[src/rtl/exe_unit_w12_pkg.sv]
// Shared types and constants for the exe_unit_w12 scheduler slice.
package exe_unit_w12_pkg;

  localparam int STATUS_W = 4;
  localparam int OPER_W   = 2;

  typedef enum logic [1:0] {
    IDLE = 2'd0,
    WAIT = 2'd1,
    DONE = 2'd2
  } arb_state_t;

  typedef logic [OPER_W-1:0] oper_t;

  localparam oper_t OPER_00 = 2'b00;
  localparam oper_t OPER_01 = 2'b01;
  localparam oper_t OPER_10 = 2'b10;
  localparam oper_t OPER_11 = 2'b11;

  // Requester index to one-hot pair, used for grant/done vectors.
  function automatic logic [1:0] onehot2(input logic idx);
    return idx ? 2'b10 : 2'b01;
  endfunction

endpackage

[src/rtl/exe_unit_w12_arbiter_rr_arb2.sv]
// Two-way arbiter with registered round-robin pointer.
// Build option: EXE_ARB_FIXED_PRIO_EN turns it into fixed priority (requester 0 wins).
module rr_arb2
  import exe_unit_w12_pkg::*;
(
  input  logic       clk,
  input  logic       rst,
  input  logic [1:0] req,
  input  logic       update,
  output logic [1:0] gnt
);

`ifdef EXE_ARB_FIXED_PRIO_EN

  logic unused_ok;
  assign unused_ok = ^{clk, rst, update};

  always_comb begin
    gnt = 2'b00;
    if (req[0]) begin
      gnt = 2'b01;
    end else if (req[1]) begin
      gnt = 2'b10;
    end
  end

`else

  // High when requester 1 holds priority for the next contested grant.
  logic favour1;

  always_ff @(posedge clk or posedge rst) begin
    if (rst) begin
      favour1 <= 1'b0;
    end else if (update && (gnt != 2'b00)) begin
      favour1 <= gnt[0];
    end
  end

  always_comb begin
    gnt = 2'b00;
    unique case (req)
      2'b01:   gnt = 2'b01;
      2'b10:   gnt = 2'b10;
      2'b11:   gnt = onehot2(favour1);
      default: gnt = 2'b00;
    endcase
  end

`endif

endmodule

[src/rtl/exe_unit_w12_arbiter.sv]
// Two-requester scheduler sharing one exe_unit_w12: registered issue, fixed-latency wait, done return.
// Build option: EXE_ARB_FIXED_PRIO_EN selects fixed priority instead of round-robin.
module exe_unit_w12_arbiter
  import exe_unit_w12_pkg::*;
#(
  parameter int M   = 4,
  parameter int N   = 2,
  parameter int LAT = 1
) (
  input  logic                i_clk,
  input  logic                i_rsn,
  input  logic                i_req0,
  input  logic [N-1:0]        i_oper0,
  input  logic [M-1:0]        i_a0,
  input  logic [M-1:0]        i_b0,
  output logic                o_gnt0,
  output logic                o_done0,
  input  logic                i_req1,
  input  logic [N-1:0]        i_oper1,
  input  logic [M-1:0]        i_a1,
  input  logic [M-1:0]        i_b1,
  output logic                o_gnt1,
  output logic                o_done1,
  output logic [N-1:0]        o_oper,
  output logic [M-1:0]        o_argA,
  output logic [M-1:0]        o_argB,
  input  logic [M-1:0]        i_result,
  input  logic [STATUS_W-1:0] i_status,
  output logic [M-1:0]        o_result,
  output logic [STATUS_W-1:0] o_status,
  output logic                o_busy
);

  localparam int CNT_W = 3;

  arb_state_t          state, state_nx;
  logic [CNT_W-1:0]    cnt, cnt_nx;
  logic                owner, owner_nx;
  logic [1:0]          gnt, gnt_nx;
  logic [1:0]          done, done_nx;
  logic                busy_nx;
  logic [N-1:0]        oper_nx;
  logic [M-1:0]        arga_nx, argb_nx, result_nx;
  logic [STATUS_W-1:0] status_nx;
  logic [1:0]          arb_gnt;
  logic                arb_update;

  rr_arb2 u_arb (
    .clk    (i_clk),
    .rst    (i_rsn),
    .req    ({i_req1, i_req0}),
    .update (arb_update),
    .gnt    (arb_gnt)
  );

  always_comb begin
    state_nx   = state;
    cnt_nx     = cnt;
    owner_nx   = owner;
    gnt_nx     = 2'b00;
    done_nx    = 2'b00;
    oper_nx    = o_oper;
    arga_nx    = o_argA;
    argb_nx    = o_argB;
    result_nx  = o_result;
    status_nx  = o_status;
    arb_update = 1'b0;

    unique case (state)
      IDLE: begin
        if (arb_gnt != 2'b00) begin
          arb_update = 1'b1;
          owner_nx   = arb_gnt[1];
          gnt_nx     = arb_gnt;
          cnt_nx     = CNT_W'(LAT);
          state_nx   = WAIT;
          if (arb_gnt[1]) begin
            oper_nx = i_oper1;
            arga_nx = i_a1;
            argb_nx = i_b1;
          end else begin
            oper_nx = i_oper0;
            arga_nx = i_a0;
            argb_nx = i_b0;
          end
        end
      end
      // Counter reaching zero marks the edge where the unit's result is valid.
      WAIT: begin
        if (cnt == '0) begin
          result_nx = i_result;
          status_nx = i_status;
          done_nx   = onehot2(owner);
          state_nx  = DONE;
        end else begin
          cnt_nx = cnt - 1'b1;
        end
      end
      DONE: begin
        state_nx = IDLE;
      end
      default: begin
        state_nx = IDLE;
      end
    endcase

    busy_nx = (state_nx != IDLE);
  end

  always_ff @(posedge i_clk or posedge i_rsn) begin
    if (i_rsn) begin
      state    <= IDLE;
      cnt      <= '0;
      owner    <= 1'b0;
      gnt      <= 2'b00;
      done     <= 2'b00;
      o_busy   <= 1'b0;
      o_oper   <= '0;
      o_argA   <= '0;
      o_argB   <= '0;
      o_result <= '0;
      o_status <= '0;
    end else begin
      state    <= state_nx;
      cnt      <= cnt_nx;
      owner    <= owner_nx;
      gnt      <= gnt_nx;
      done     <= done_nx;
      o_busy   <= busy_nx;
      o_oper   <= oper_nx;
      o_argA   <= arga_nx;
      o_argB   <= argb_nx;
      o_result <= result_nx;
      o_status <= status_nx;
    end
  end

  assign o_gnt0  = gnt[0];
  assign o_gnt1  = gnt[1];
  assign o_done0 = done[0];
  assign o_done1 = done[1];

endmodule

[config.mk]
export PLATFORM = sky130hd
export DESIGN_NAME = exe_unit_w12_arbiter
export DESIGN_NICKNAME = d
export VERILOG_FILES = /design/src/rtl/exe_unit_w12_pkg.sv /design/src/rtl/exe_unit_w12_arbiter_rr_arb2.sv /design/src/rtl/exe_unit_w12_arbiter.sv
export SDC_FILE = /design/constraint.sdc
export NUM_CORES = 1
export LEC_CHECK = 0
export BUFFER_PORTS_ARGS = -buffer_cell sky130_fd_sc_hd__buf_2
export CAP_MARGIN = 20
export CELL_PAD_IN_SITES_DETAIL_PLACEMENT = 0
export CELL_PAD_IN_SITES_GLOBAL_PLACEMENT = 1
export CORE_ASPECT_RATIO = 1.25
export CORE_MARGIN = 2
export CORE_UTILIZATION = 38
export CTS_CLUSTER_SIZE = 20
export DETAILED_ROUTE_END_ITERATION = 6
export PLACE_DENSITY = 0.85
export SLEW_MARGIN = 10
export SYNTH_ARGS = -nofsm -noshare
export SYNTH_HDL_FRONTEND = slang
export SYNTH_SLANG_ARGS = --single-unit
[constraint.sdc]
create_clock -name i_clk -period 2.12 [get_ports i_clk]
set_input_delay 0.424 -clock i_clk [delete_from_list [all_inputs] [get_ports i_clk]]
set_output_delay 0.424 -clock i_clk [all_outputs]
set_load 0.005 [all_outputs]
### Word level (Yosys, flattened, before mapping)

Index checks and enable logic that the tools add are counted.

| operators by class | value |
|---|---|
| $add $sub $neg | 1 |
| eq/ne operators | 6 |
| multiplexer cells | 18 |
| reduce and logical (&&, ||, !) cells | 9 |

Operators with widths:

| operator | count |
|---|---|
| $mux W2 | 9 |
| $mux W4 | 2 |
| $mux W3 | 2 |
| $pmux W2 S3 | 1 |
| $pmux W3 S2 | 1 |
| $reduce_bool A2 Y1 | 3 |
| $eq A2 B1 Y1 const B | 2 |
| $eq A2 B2 Y1 const B | 2 |
| $ne A2 B2 Y1 const B | 2 |
| $pmux W2 S2 | 1 |
| $reduce_and A2 Y1 | 2 |
| $logic_not A3 Y1 | 1 |
| $reduce_and A3 Y1 | 1 |
| $sub A3 B1 Y3 const B | 1 |
| $logic_not A2 Y1 | 1 |
| $mux W1 | 2 |
| $logic_and A1 B1 Y1 | 1 |

| storage, ports and cells | value |
|---|---|
| register bits | 30 |
| bits of input ports | 32 |
| output and inout port bits | 23 |
| logic and storage cells | 46 |

### Logic depth before layout (Yosys ltp)

| depth | value |
|---|---|
| depth after elaboration | 6 |
| gate-level depth with buffers | 5 |
| mapped depth without buffers | 5 |

### Cells and area by module

From an unflattened synthesis, not the netlist that was laid out.

| second synthesis, totals | value |
|---|---|
| cell total of the unflattened synthesis | 109 |
| area, all modules | 1330.0 um^2 |

By module, submodules not included:

| module | times used | cells an instance | area each (um^2) | seq. area each (um^2) |
|---|---|---|---|---|
| exe_unit_w12_arbiter | 1 | 102 | 1271.2 | 725.7 |
| rr_arb2 | 1 | 7 | 58.8 | 25.0 |

### Least setup slack after synthesis

OpenSTA, ideal clock, no wires.

| timing path | value |
|---|---|
| path kind | register to register |
| from | register cnt[0] |
| to | register o_result[0] |
| library setup time | 0.125 ns |
| arrival time | 1.249 ns |
| required time | 1.995 ns |
| path slack | 0.747 ns |
| stages on the path, launching flop included | 6 |
| path buffers | 0 |
| clock period less this slack | 1.373 ns |
| cell sequence | dfrtp_1 -> inv_1 -> ha_1 -> nand2b_4 -> nor2_8 -> mux2_2 |

| on the way | value |
|---|---|
| word-level cells in the longest chain between the ends | 2 |

Ends and longest elaborated chain:

| item | RTL line | RTL |
|---|---|---|
| start: declaration | exe_unit_w12_arbiter.sv:37 | `logic [CNT_W-1:0] cnt, cnt_nx;` |
| start signal: assignment | exe_unit_w12_arbiter.sv:125 | `cnt <= cnt_nx;` |
| $logic_not A3 Y1 | exe_unit_w12_arbiter.sv:90 | `if (cnt == '0) begin` |
| $reduce_and A2 Y1 (no source line) | - |  |
| end signal: assignment | exe_unit_w12_arbiter.sv:133 | `o_result <= result_nx;` |
| end: declaration | exe_unit_w12_arbiter.sv:29 | `output logic [M-1:0] o_result,` |

Every way passes these cells.
A chain may end at the register's enable or synchronous reset.

### Worst setup path after layout

| timing path | value |
|---|---|
| from | register cnt[0] |
| to | register o_result[1] |

Same word-level chain as after synthesis.

==> qor.csv <==
metric,value,unit
status,"complete, no violations",
tns,0,ns
ctsResizeCount,0,
cts_tree,built,
syn_avg_cell_area,11.3,sq um
grt_first_pass_wirelength,5070,um
layout_commonest_cell,buf_2,
critical_path.startpoint_type,flop,
ys_types,29,
cts_max_level,2,
final_layout_size_suffix_gt1_frac,0.446,
cts_buffer_depth,2,
worst_path_max_delay_cell,dfrtp_1,
synth_seq_cells,30,
synth.yosys.seq_area_share,0.560,
reg2reg_depth,5,
slowest_delay,0.39,ns
p_leak,0.862,nW
grt_pass1_vias,1159,
dp.final_hpwl,2140,um
pre_cts_slack,0.615,ns
power_density,1530,nW/um^2
drtIter0Drc,38,
layout_common_cells,"buf_2 (54), dfrtp_1 (30), a21oi_1 (12), a31oi_1 (12), o21ai_0 (11)",
path_cells,"inv_1, ha_1, nand2b_4, nor2_8, mux2_2",
clk-insertion-delay-late,0.28,ns
die_y,70.4,um
setup_ws,0.632,ns
period_share,0.702,
drc,0,
dieArea,4020,sq um
hp-class,input pin to asynchronous set/reset pin,
endpoint_kind,flop,
r2r_end,o_result[1]$_DFFE_PP0P_,
vias,1123,
drt_first_pass_iters,4,
grt_usage,0.162,
worstMarginPinSlew,0.596,ns
syn_area,1340,sq um
synth_top_area_frac,0.560,
slew_violations,0,
postRouteAntennaNets,0,
start_util,0.391,
clock.fmax,672,MHz
wl_per_cell,13.4,um
yosysTopAreaCell,dfrtp_1,
vias_per_cell,5.20,
synthCells,119,
ctsRootBufferMaster,clkbuf_8,
place_congestion,0.720,
syn_to_final_growth,32.9,%
grt_setup_unrepaired,false,
critical_path_class,flop to flop,
finClkSkew,0.00653,ns
fin_crit,1.49,ns
max_cap_viol_count,0,
cp.required,2.28,ns
synthesis.nets,153,
layout.nets,210,
r2r_start,cnt[0]$_DFFE_PP0P_,
antenna_found_initial,0,
grt_remaining_overflow,0,
ys_warn_count,0,
core,3420,sq um
worstPathArrival,1.65,ns
slew_headroom,0.602,
clock-sinks,30,
rrSetupSlack,0.63,ns
setup_viol,0,
clk_pin_slew_worst_paths,0.06,ns
pin_count,55,
hold_buffers,0,
place.port_buffers,54,
cts_setup_buffers,0,
p_total,0.00273,W
hold_viol_final,0,
fin_util,0.520,
wirelength,2900,um
cts_buffers,5,
synth.top_cells.by_area,"dfrtp_1 (56%), mux2_2 (5.9%), a31oi_1 (5.6%), a21oi_1 (4.5%), o21ai_0 (4.1%)",
ir_drop,0.000794,V
num_rows,24,
crit_fanout,10,
die_x,57.1,um
diodes,0,
grt_max_degree,31,
==> per-stage QoR <==
step	instance area [sq um]	std cells	hold WS, ns
5_1_grt	1780	216	0.255
3_5_place_dp	1640	208	0.477
3_3_place_gp	1640	208	0.463
6_report	1780	216	0.207
2_1_floorplan	1340	119	0.427
4_1_cts	1780	216	0.221
==> sequential cells by signal (all words and copies together), names as in the netlist, 2 cells and up <==
register	cells
cnt	3
done	2
gnt	2
o_argA	4
o_argB	4
o_oper	2
o_result	4
o_status	4
state	2
==> synthesized netlist by cell type <==
cell,count
dfrtp_1,30
a21oi_1,12
a31oi_1,12
o21ai_0,11
nand3_1,10
mux2_2,7
inv_1,5
nand2_1,5
a221oi_1,2
buf_2,2
clkbuf_1,2
ha_1,2
nand2b_4,2
nor2b_1,2
a21o_1,1
a21oi_2,1
and2_1,1
and2_4,1
and3_1,1
buf_4,1
buf_6,1
mux2_1,1
nand2b_1,1
nor2_2,1
nor2_8,1
nor3_1,1
o21bai_1,1
or2_4,1
or4_4,1
==> logic make-up (layout without fill, tap and decap cells) <==
group	count (synthesis)	in the layout	share of synthesized area
buffers and inverters	11	69	0.0411
AO/OA/AOI/OAI	40	40	0.173
adder cells (fa/ha/maj)	2	2	0.0187
flip-flops	30	30	0.560
AND/OR/NAND/NOR	28	28	0.140
multiplexers	8	8	0.0672
==> metal layers <==
layer	GRT usage	wire length, um	vias to the layer above
met5	0	0	-
met4	0.0775	41	0
met3	0.0407	272	5
met2	0.273	1370	60
met1	0.189	1210	515
li1	-	-	543
==> report_power, final <==
part,internal [W],switching (W),total (W)
clock network,0.000501,0.000209,0.000710
registers,0.000846,0.000146,0.000991
logic,0.000500,0.000531,0.00103
total,0.00185,0.000886,0.00273
==> worst max-delay path, delay by kind of cell, from the launching register on <==
kind | cells | cell delay [ns]
multiplexers | 1 | 0.36
flip-flops | 1 | 0.39
adder cells (fa/ha/maj) | 1 | 0.22
buffers and inverters | 1 | 0.09
AND/OR/NAND/NOR | 2 | 0.31
==> worst max path at each step <==
stage / startpoint / end / slack [ns] / depth (start not counted)
after global placement: i_req1 / cnt[0]$_DFFE_PP0P_ / 0.69 / 4
after detailed placement: i_req0 / o_oper[0]$_DFFE_PP0P_ / 0.62 / 4
after floorplan: cnt[0]$_DFFE_PP0P_ / o_result[0]$_DFFE_PP0P_ / 0.75 / 5
after CTS: cnt[0]$_DFFE_PP0P_ / o_result[1]$_DFFE_PP0P_ / 0.61 / 5
after global routing: u_arb.favour1$_DFFE_PP0P_ / o_argB[1]$_DFFE_PP0P_ / 0.55 / 3
final: cnt[0]$_DFFE_PP0P_ / o_result[1]$_DFFE_PP0P_ / 0.63 / 5
==> area by class of cell <==
| class | count | area, sq um |
|---|---|---|
| Sequential cell | 30 | 751 |
| Timing Repair Buffer | 56 | 285 |
| Inverter | 5 | 18.8 |
| Clock inverter | 2 | 60.1 |
| Multi-Input combinational cell | 78 | 534 |
| Clock buffer | 6 | 82.6 |
| Fill cell | 318 | 1640 |
| Tap cell | 39 | 48.8 |
Note: power is estimated with default switching activity, not from simulation.
